<file path="src/rtl/alu_serial_nbit.sv">
`default_nettype none
// ============================================================================
// Module   : alu_serial_nbit
// Function : Bit-serial WIDTH-bit ALU (AND/OR/XOR/ADD/SUB), one bit per clock,
//            LSB first, with start/done handshake and carry/overflow/zero flags.
// Revision : 1.0
// ============================================================================
module alu_serial_nbit #(
    parameter int WIDTH = 8
) (
    input  logic             clk,
    input  logic             rst,
    input  logic             start,
    input  logic [WIDTH-1:0] A,
    input  logic [WIDTH-1:0] B,
    input  logic             Cin,
    input  logic [2:0]       S,
    output logic [WIDTH-1:0] F,
    output logic             Cout,
    output logic             V,
    output logic             Z,
    output logic             busy,
    output logic             done
);

    localparam int              CW        = (WIDTH > 1) ? $clog2(WIDTH) : 1;
    localparam logic [CW-1:0]   C_LAST    = CW'(WIDTH - 1);
    localparam logic [2:0]      C_OP_AND  = 3'b000;
    localparam logic [2:0]      C_OP_OR   = 3'b001;
    localparam logic [2:0]      C_OP_XOR  = 3'b010;
    localparam logic [2:0]      C_OP_ADD  = 3'b011;
    localparam logic [2:0]      C_OP_SUB  = 3'b100;

    typedef enum logic [0:0] {
        ST_IDLE = 1'b0,
        ST_RUN  = 1'b1
    } state_t;

    state_t             r_state;
    state_t             w_state_nxt;
    logic [WIDTH-1:0]   r_ash;
    logic [WIDTH-1:0]   r_bsh;
    logic [WIDTH-1:0]   r_rsh;
    logic               r_c;
    logic [2:0]         r_op;
    logic [CW-1:0]      r_cnt;

    logic               w_accept;
    logic               w_run;
    logic               w_last;
    logic               w_arith;
    logic               w_a;
    logic               w_b;
    logic               w_sum;
    logic               w_cy;
    logic               w_bit;
    logic [WIDTH-1:0]   w_res;

    assign w_accept = (r_state == ST_IDLE) && start;
    assign w_run    = (r_state == ST_RUN);
    assign w_last   = w_run && (r_cnt == C_LAST);
    assign busy     = w_run;

    // Single 1-bit slice; SUB is A + ~B with the carry preloaded to 1.
    assign w_arith  = (r_op == C_OP_ADD) || (r_op == C_OP_SUB);
    assign w_a      = r_ash[0];
    assign w_b      = r_bsh[0] ^ (r_op == C_OP_SUB);
    assign w_sum    = w_a ^ w_b ^ r_c;
    assign w_cy     = (w_a & w_b) | (r_c & (w_a ^ w_b));

    always_comb begin
        w_bit = 1'b0;
        case (r_op)
            C_OP_AND: w_bit = w_a & w_b;
            C_OP_OR:  w_bit = w_a | w_b;
            C_OP_XOR: w_bit = w_a ^ w_b;
            C_OP_ADD: w_bit = w_sum;
            C_OP_SUB: w_bit = w_sum;
            default:  w_bit = 1'b0;
        endcase
    end

    assign w_res = {w_bit, r_rsh[WIDTH-1:1]};

    always_ff @(posedge clk) begin
        if (rst) begin
            r_state <= ST_IDLE;
        end else begin
            r_state <= w_state_nxt;
        end
    end

    always_comb begin
        w_state_nxt = r_state;
        case (r_state)
            ST_IDLE: if (start)  w_state_nxt = ST_RUN;
            ST_RUN:  if (w_last) w_state_nxt = ST_IDLE;
            default:             w_state_nxt = ST_IDLE;
        endcase
    end

    always_ff @(posedge clk) begin
        if (rst) begin
            r_ash <= '0;
            r_bsh <= '0;
            r_rsh <= '0;
            r_c   <= 1'b0;
            r_op  <= 3'b000;
            r_cnt <= '0;
            F     <= '0;
            Cout  <= 1'b0;
            V     <= 1'b0;
            Z     <= 1'b1;
            done  <= 1'b0;
        end else begin
            done <= 1'b0;
            if (w_accept) begin
                r_ash <= A;
                r_bsh <= B;
                r_op  <= S;
                r_c   <= (S == C_OP_ADD) ? Cin : (S == C_OP_SUB);
                r_cnt <= '0;
            end else if (w_run) begin
                r_ash <= r_ash >> 1;
                r_bsh <= r_bsh >> 1;
                r_rsh <= w_res;
                if (w_arith) begin
                    r_c <= w_cy;
                end
                r_cnt <= w_last ? '0 : r_cnt + CW'(1);
                // r_c here is the carry into the MSB, so V is its XOR with carry-out.
                if (w_last) begin
                    F    <= w_res;
                    Cout <= w_arith & w_cy;
                    V    <= w_arith & (r_c ^ w_cy);
                    Z    <= (w_res == '0);
                    done <= 1'b1;
                end
            end
        end
    end

endmodule
`default_nettype wire

</file>
<file path="config.mk">
export PLATFORM = sky130hd
export DESIGN_NAME = alu_serial_nbit
export DESIGN_NICKNAME = d
export VERILOG_FILES = /design/src/rtl/alu_serial_nbit.sv
export SDC_FILE = /design/constraint.sdc
export NUM_CORES = 1
export LEC_CHECK = 0
export CORE_AREA = 3 3 72 88
export CTS_CLUSTER_DIAMETER = 200
export DETAILED_ROUTE_END_ITERATION = 12
export DIE_AREA = 0 0 75 91
export PLACE_DENSITY_LB_ADDON = 0.08
export SYNTH_ARGS = -nofsm -noshare
export SYNTH_HDL_FRONTEND = slang
export SYNTH_SLANG_ARGS = --single-unit
</file>
<file path="constraint.sdc">
create_clock -name clk -period 5.75 [get_ports clk]
set_clock_uncertainty 0.15 [all_clocks]
set_input_delay 0.575 -clock clk [delete_from_list [all_inputs] [get_ports clk]]
set_output_delay 0.575 -clock clk [all_outputs]
set_load 0.01 [all_outputs]
</file>
==> flow_summary.yaml, run 1 <==
status:
  run_status: "completed"
synthesis:
  yosys-top-cells-area: "dfxtp_1, mux2i_1, nor2_1"
  async_flop_share: 0
  synth_fa_ha_area_frac: 0.03769
  synth-compound-area-share: 0.1104
  yosys.area.top_type: "dfxtp_1"
  synth.net_count: 243
  seq_area_frac_synth: 0.4630
  synth-edff-count: 0
  yosys.area_share.simple: 0.1925
  synth_top_area_frac: 0.4630
  synth.avg_cell_area_um2: 8.648
  synth_top_family_by_area: "simple AND/OR/NAND/NOR gates"
  muxShareOfSynthArea: 0.1460
  dominantRegCellSynth: "dfxtp_1"
  synth_most_common_cell: "nor2_1"
  synth_xor_area_frac: 0.009421
  synth_cells: 215
  ys_warn_count: 0
  ys_types: 31
  synth.cell_area_um2: 1859
  ys_top_cells_by_count: "nor2_1, dfxtp_1, a21oi_1, mux2i_1, nand2_1"
  ys_ff_latch: 43
floorplanning:
  core_um2: 5593
  fp.dieH_um: 91
  ios: 36
  start_util: 0.3324
  die_width_um: 75
  dieArea_um2: 6825
  rows: 30
sta:
  maxSlewHeadroom: 0.2421
  rsz0062_at_grt: "no"
  finalHoldViolCount: 0
  min_period_over_period: 0.4623
  setup_viol: 0
  finalCriticalPeriod_ns: 2.658
  tightest_slew_ns: 1.133
  finalMaxSlewViolations: 0
  tns_ns: 0
  fmaxAchievable_mhz: 376.2
cells_and_area:
  post-route-cell-area_um2: 2355
  drive_gt1_frac: 0.04918
  layout.nets: 271
  syn2layout_area_growth_pct: 26.65
  multi_input_comb_area_um2: 922.1
  nFillCells: 582
  seq_area_um2: 862.1
  num_antenna_cells: 0
placed_design:
  io_buffers: 35
  dp_hpwl_um: 2491
  dpl_cell_area_um2: 2237
  routabilityCongestion: 0.7037
grt:
  grt_pass1_wl_um: 6265
  grt_pass1_vias: 1369
  grt_max_degree: 51
  antenna_found_initial: 0
  overflow: 0
  gr-usage-all-layers: 0.1182
routing:
  drt_iter0_drc: 68
  vias_per_cell: 4.795
  wl_um: 3812
  first_pass_iters: 4
  ant_nets: 0
  drc: 0
  wl_per_cell_um: 12.38
  vias: 1477
critical_path:
  crit_family: "flip-flops"
  critPathSlowestCell: "dfxtp_2"
  path_cells: "clkdlybuf4s50_1"
  max_stage_delay_ns: 0.95
  critPathKind: "flip-flop to output port"
  critPathMaxFanout: 50
  crit_arrival_ns: 1.93
  crit_buf_inv: 1
  critical_path.endpoint_type: "output port"
  critPathRequiredTime_ns: 5.03
  cp-start-kind: "flip-flop"
clocking:
  numCtsBuffers: 5
  post_cts_buffers: 0
  cts.clk_slew.worst_paths_ns: 0.08
  cts.repair.resized: 0
  htreeDepth: 2
  clock_sinks: 43
  clk_latency_ns: 0.29
  cts_root_buffer: "clkbuf_8"
  cts_tree: "yes"
  hold_buffers: 0
  cts_max_path_buffers: 2
pwr:
  powerDensity_nw_per_um2: 271.0
  p_leak_nw: 0.9408
  vdd_drop_max_mv: 0.1339
min_path:
  hp-class: "flip-flop to flip-flop"
job:
  drv_cap: 0
==> through the flow <==
| stage | util | hold WS, ns | setup slack (ns) | instances | power [W] |
|---|---|---|---|---|---|
| 2_1_floorplan | - | 0.2944 | 3.491 | 215 | 0.0003763 |
| 6_report | 0.4210 | 0.3021 | 3.092 | 308 | 0.0006380 |
| 3_3_place_gp | 0.4000 | 0.2912 | 2.866 | 300 | 0.0004037 |
| 4_1_cts | 0.4210 | 0.3053 | 3.059 | 308 | 0.0006530 |
| 5_1_grt | 0.4210 | 0.3216 | 2.976 | 308 | 0.0006737 |
| 3_5_place_dp | 0.4000 | 0.2934 | 2.823 | 300 | 0.0004041 |
==> final cells by class <==
class / instances / share of cell area
multi-input cells: 153 / 0.3916
flip-flops and latches: 43 / 0.3661
repair buffers: 36 / 0.1520
clock buffers: 6 / 0.03507
well taps: 64 / 0.03401
clock inverters: 2 / 0.01488
inverters: 4 / 0.006376
==> cells by family after synthesis <==
kind of cell / count (synthesis)
xor+xnor: 2
mux: 27
buf+inv: 19
flops: 43
fa+ha+maj: 5
compound gates: 36
simple gates: 83
==> sequential cells by signal, summed over array words and instances (netlist names) <==
register / flops
busy: 1
Z: 1
r_c: 1
Cout: 1
V: 1
F: 8
done: 1
r_rsh: 7
r_ash: 8
r_op: 3
r_cnt: 3
r_bsh: 8
==> layout by cell type (no fill, tap or decap), types with 2 or more instances in the layout <==
cell type	instances
dfxtp_1	42
mux2i_1	26
nand3_1	4
nor3_1	2
xor2_1	2
inv_1	4
a21oi_1	28
a211oi_1	2
nor3b_1	2
nand2_1	20
ha_1	4
nor2_1	46
clkdlybuf4s50_1	35
clkbuf_8	6
nor4_1	2
==> metal layers <==
metal	share of wire	global-route usage
met2	0.50	0.1984
met3	0.036	0.03544
met1	0.44	0.1351
met5	0	0
met4	0.017	0.04896
==> worst paths after layout <==
kind | start | end | slack [ns] | cells after the start
max | busy | busy | 3.09 | 1
min | Cout | Cout | 0.30 | 2
max reg2reg | r_op[2] | Z | 3.31 | 7
min reg2reg | Cout | Cout | 0.30 | 2
==> report_power, final <==
group	internal [W]	switching, W	total (W)
registers	0.000309	0.0000172	0.000327
logic	0.0000389	0.0000301	0.0000689
clock network	0.000141	0.000102	0.000243
total	0.000489	0.000149	0.000638
Power figures use the tool's default switching activity.
==> inputs of run 2 (changes only) <==
==> constraint.sdc (replaced) <==
create_clock -name clk -period 2.3 [get_ports clk]
set_clock_uncertainty 0.15 [all_clocks]
set_input_delay 0.23 -clock clk [delete_from_list [all_inputs] [get_ports clk]]
set_output_delay 0.23 -clock clk [all_outputs]
set_load 0.01 [all_outputs]
==> flow_summary.yaml, run 2 (synthesized netlist as in run 1, its figures left out) <==
routing:
  wl_per_cell_um: 12.43
  vias_per_cell: 4.671
  drt_iter0_drc: 52
  first_pass_iters: 2
  drc: 0
  ant_nets: 0
  wl_um: 3928
  vias: 1476
critical_path:
  critical_path.endpoint_type: "flip-flop"
  path_cells: "nor3b_4 -> xor2_2 -> fa_1 -> and3b_1 -> a21oi_1 -> o22a_1 -> a221o_1"
  critPathRequiredTime_ns: 2.34
  crit_buf_inv: 0
  rrSetupSlack_ns: 0.05
  critPathSlowestCell: "fa_1"
  reg2reg_to: "Z"
  critPathKind: "flip-flop to flip-flop"
  critPathMaxFanout: 3
  reg2reg_depth: 7
  max_stage_delay_ns: 0.52
  crit_family: "compound AO/OA/AOI/OAI gates"
  crit_arrival_ns: 2.29
  r2r-start: "r_op[2]"
  cp-start-kind: "flip-flop"
floorplanning:
  dieArea_um2: 6825
  start_util: 0.3324
  ios: 36
  fp.dieH_um: 91
  rows: 30
  core_um2: 5593
  die_width_um: 75
sta:
  fmaxAchievable_mhz: 444.8
  tightest_slew_ns: 0.5450
  finalCriticalPeriod_ns: 2.248
  finalMaxSlewViolations: 0
  maxSlewHeadroom: 0.6367
  whs_ns: 0.3055
  setup_viol: 0
  min_period_over_period: 0.9775
  finalHoldViolCount: 0
  rsz0062_at_grt: "yes"
  fin_ws_ns: 0.05177
min_path:
  hp-class: "flip-flop to flip-flop"
  hp-start: "F[3]"
  min_path_cells: 2
  hold_end: "F[3]"
pwr:
  p_leak_nw: 0.9857
  vdd_drop_max_mv: 0.3241
  powerDensity_nw_per_um2: 653.6
grt:
  grt_pass1_wl_um: 6506
  antenna_found_initial: 0
  grt_pass1_vias: 1402
  gr-usage-all-layers: 0.1223
  overflow: 0
  grt_max_degree: 44
clocking:
  hold_buffers: 0
  cts_max_path_buffers: 2
  numCtsBuffers: 5
  clk_latency_ns: 0.30
  cts.clk_slew.worst_paths_ns: 0.09
  cts_tree: "yes"
  htreeDepth: 2
  clock_sinks: 43
  cts_root_buffer: "clkbuf_8"
cells_and_area:
  drive_gt1_frac: 0.09127
  num_antenna_cells: 0
  layout_common_cells: "nor2_1, dfxtp_1, clkdlybuf4s50_1, a21oi_1, mux2i_1"
  final_common_cell: "nor2_1"
  layout.nets: 279
  reg_top3: "F (8), r_ash (8), r_bsh (8)"
  syn2layout_area_growth_pct: 31.36
placed_design:
  place_ws_ns: 0.02208
  dp_hpwl_um: 2687
  routabilityCongestion: 0.7265
  io_buffers: 35
status:
  run_status: "completed"
job:
  drv_cap: 0
run 2: cell count changes in the layout (fill, tap and decap cells not counted):
cell	before	now
xor2_1	2	1
buf_4	1	8
dfxtp_1	42	41
nor3b_1	2	1
buf_12	0	1
nor3b_4	0	1
clkinv_4	0	1
dfxtp_2	1	2
xor2_2	0	1
clkbuf_8	6	5
run 2: how the worst max path moves through the flow:
stage	startpoint	to	slack, ns	cells after the start
final	r_op[2]	Z	0.05	7
after global routing	r_op[2]	Z	-0.06	7
after CTS	r_op[0]	Z	0.08	8
after detailed placement	r_op[2]	Z	0.02	7
after global placement	r_op[2]	Z	0.03	7
after floorplan	r_op[2]	Z	0.04	7
run 2: report_power, final:
| part | switching (W) | total [W] | internal (W) |
|---|---|---|---|
| Clock | 0.000269 | 0.000592 | 0.000324 |
| Combinational | 0.0000902 | 0.000198 | 0.000108 |
| Sequential | 0.0000324 | 0.000806 | 0.000774 |
run 2: cell type report:
class | count | area [um2]
inverter | 4 | 15.01
tap | 64 | 80.08
timing repair buffer | 44 | 430.4
clock buffer | 5 | 68.82
clock inverter | 3 | 43.79
fill | 573 | 3151
multi-input combinational | 153 | 940.9
sequential | 43 | 863.3
run 2: repair_timing:
action,in CTS,in global routing
buffers inserted,0,0
pin swaps,0,6
endpoints found under the setup margin,1,3
endpoints found under the hold margin,0,0
gates resized for setup,1,3
run 2: per-layer routing:
| layer | track usage | up-vias | part of all wire |
|---|---|---|---|
| li1 | - | 796 | - |
| met1 | 0.1507 | 648 | 0.46 |
| met2 | 0.1984 | 27 | 0.49 |
| met3 | 0.03433 | 5 | 0.035 |
| met4 | 0.04451 | 0 | 0.015 |
| met5 | 0 | - | 0 |
run 2: worst reg2reg max path: stages (launching register included):
cell,delay (ns)
dfxtp_1,0.35
nor3b_4,0.26
xor2_2,0.14
fa_1,0.52
and3b_1,0.15
a21oi_1,0.04
o22a_1,0.24
a221o_1,0.29
run 2: metrics by stage:
| stage | utilization | cell area, um2 | total power [W] | setup TNS (ns) | instances |
|---|---|---|---|---|---|
| floorplan | - | 1859 | 0.0009408 | 0 | 215 |
| global placement | 0.4130 | 2310 | 0.001020 | 0 | 308 |
| detailed placement | 0.4130 | 2310 | 0.001021 | 0 | 308 |
| global route | 0.4367 | 2442 | 0.001683 | -0.08969 | 316 |
| CTS | 0.4340 | 2427 | 0.001623 | 0 | 316 |
| finish | 0.4367 | 2442 | 0.001596 | 0 | 316 |
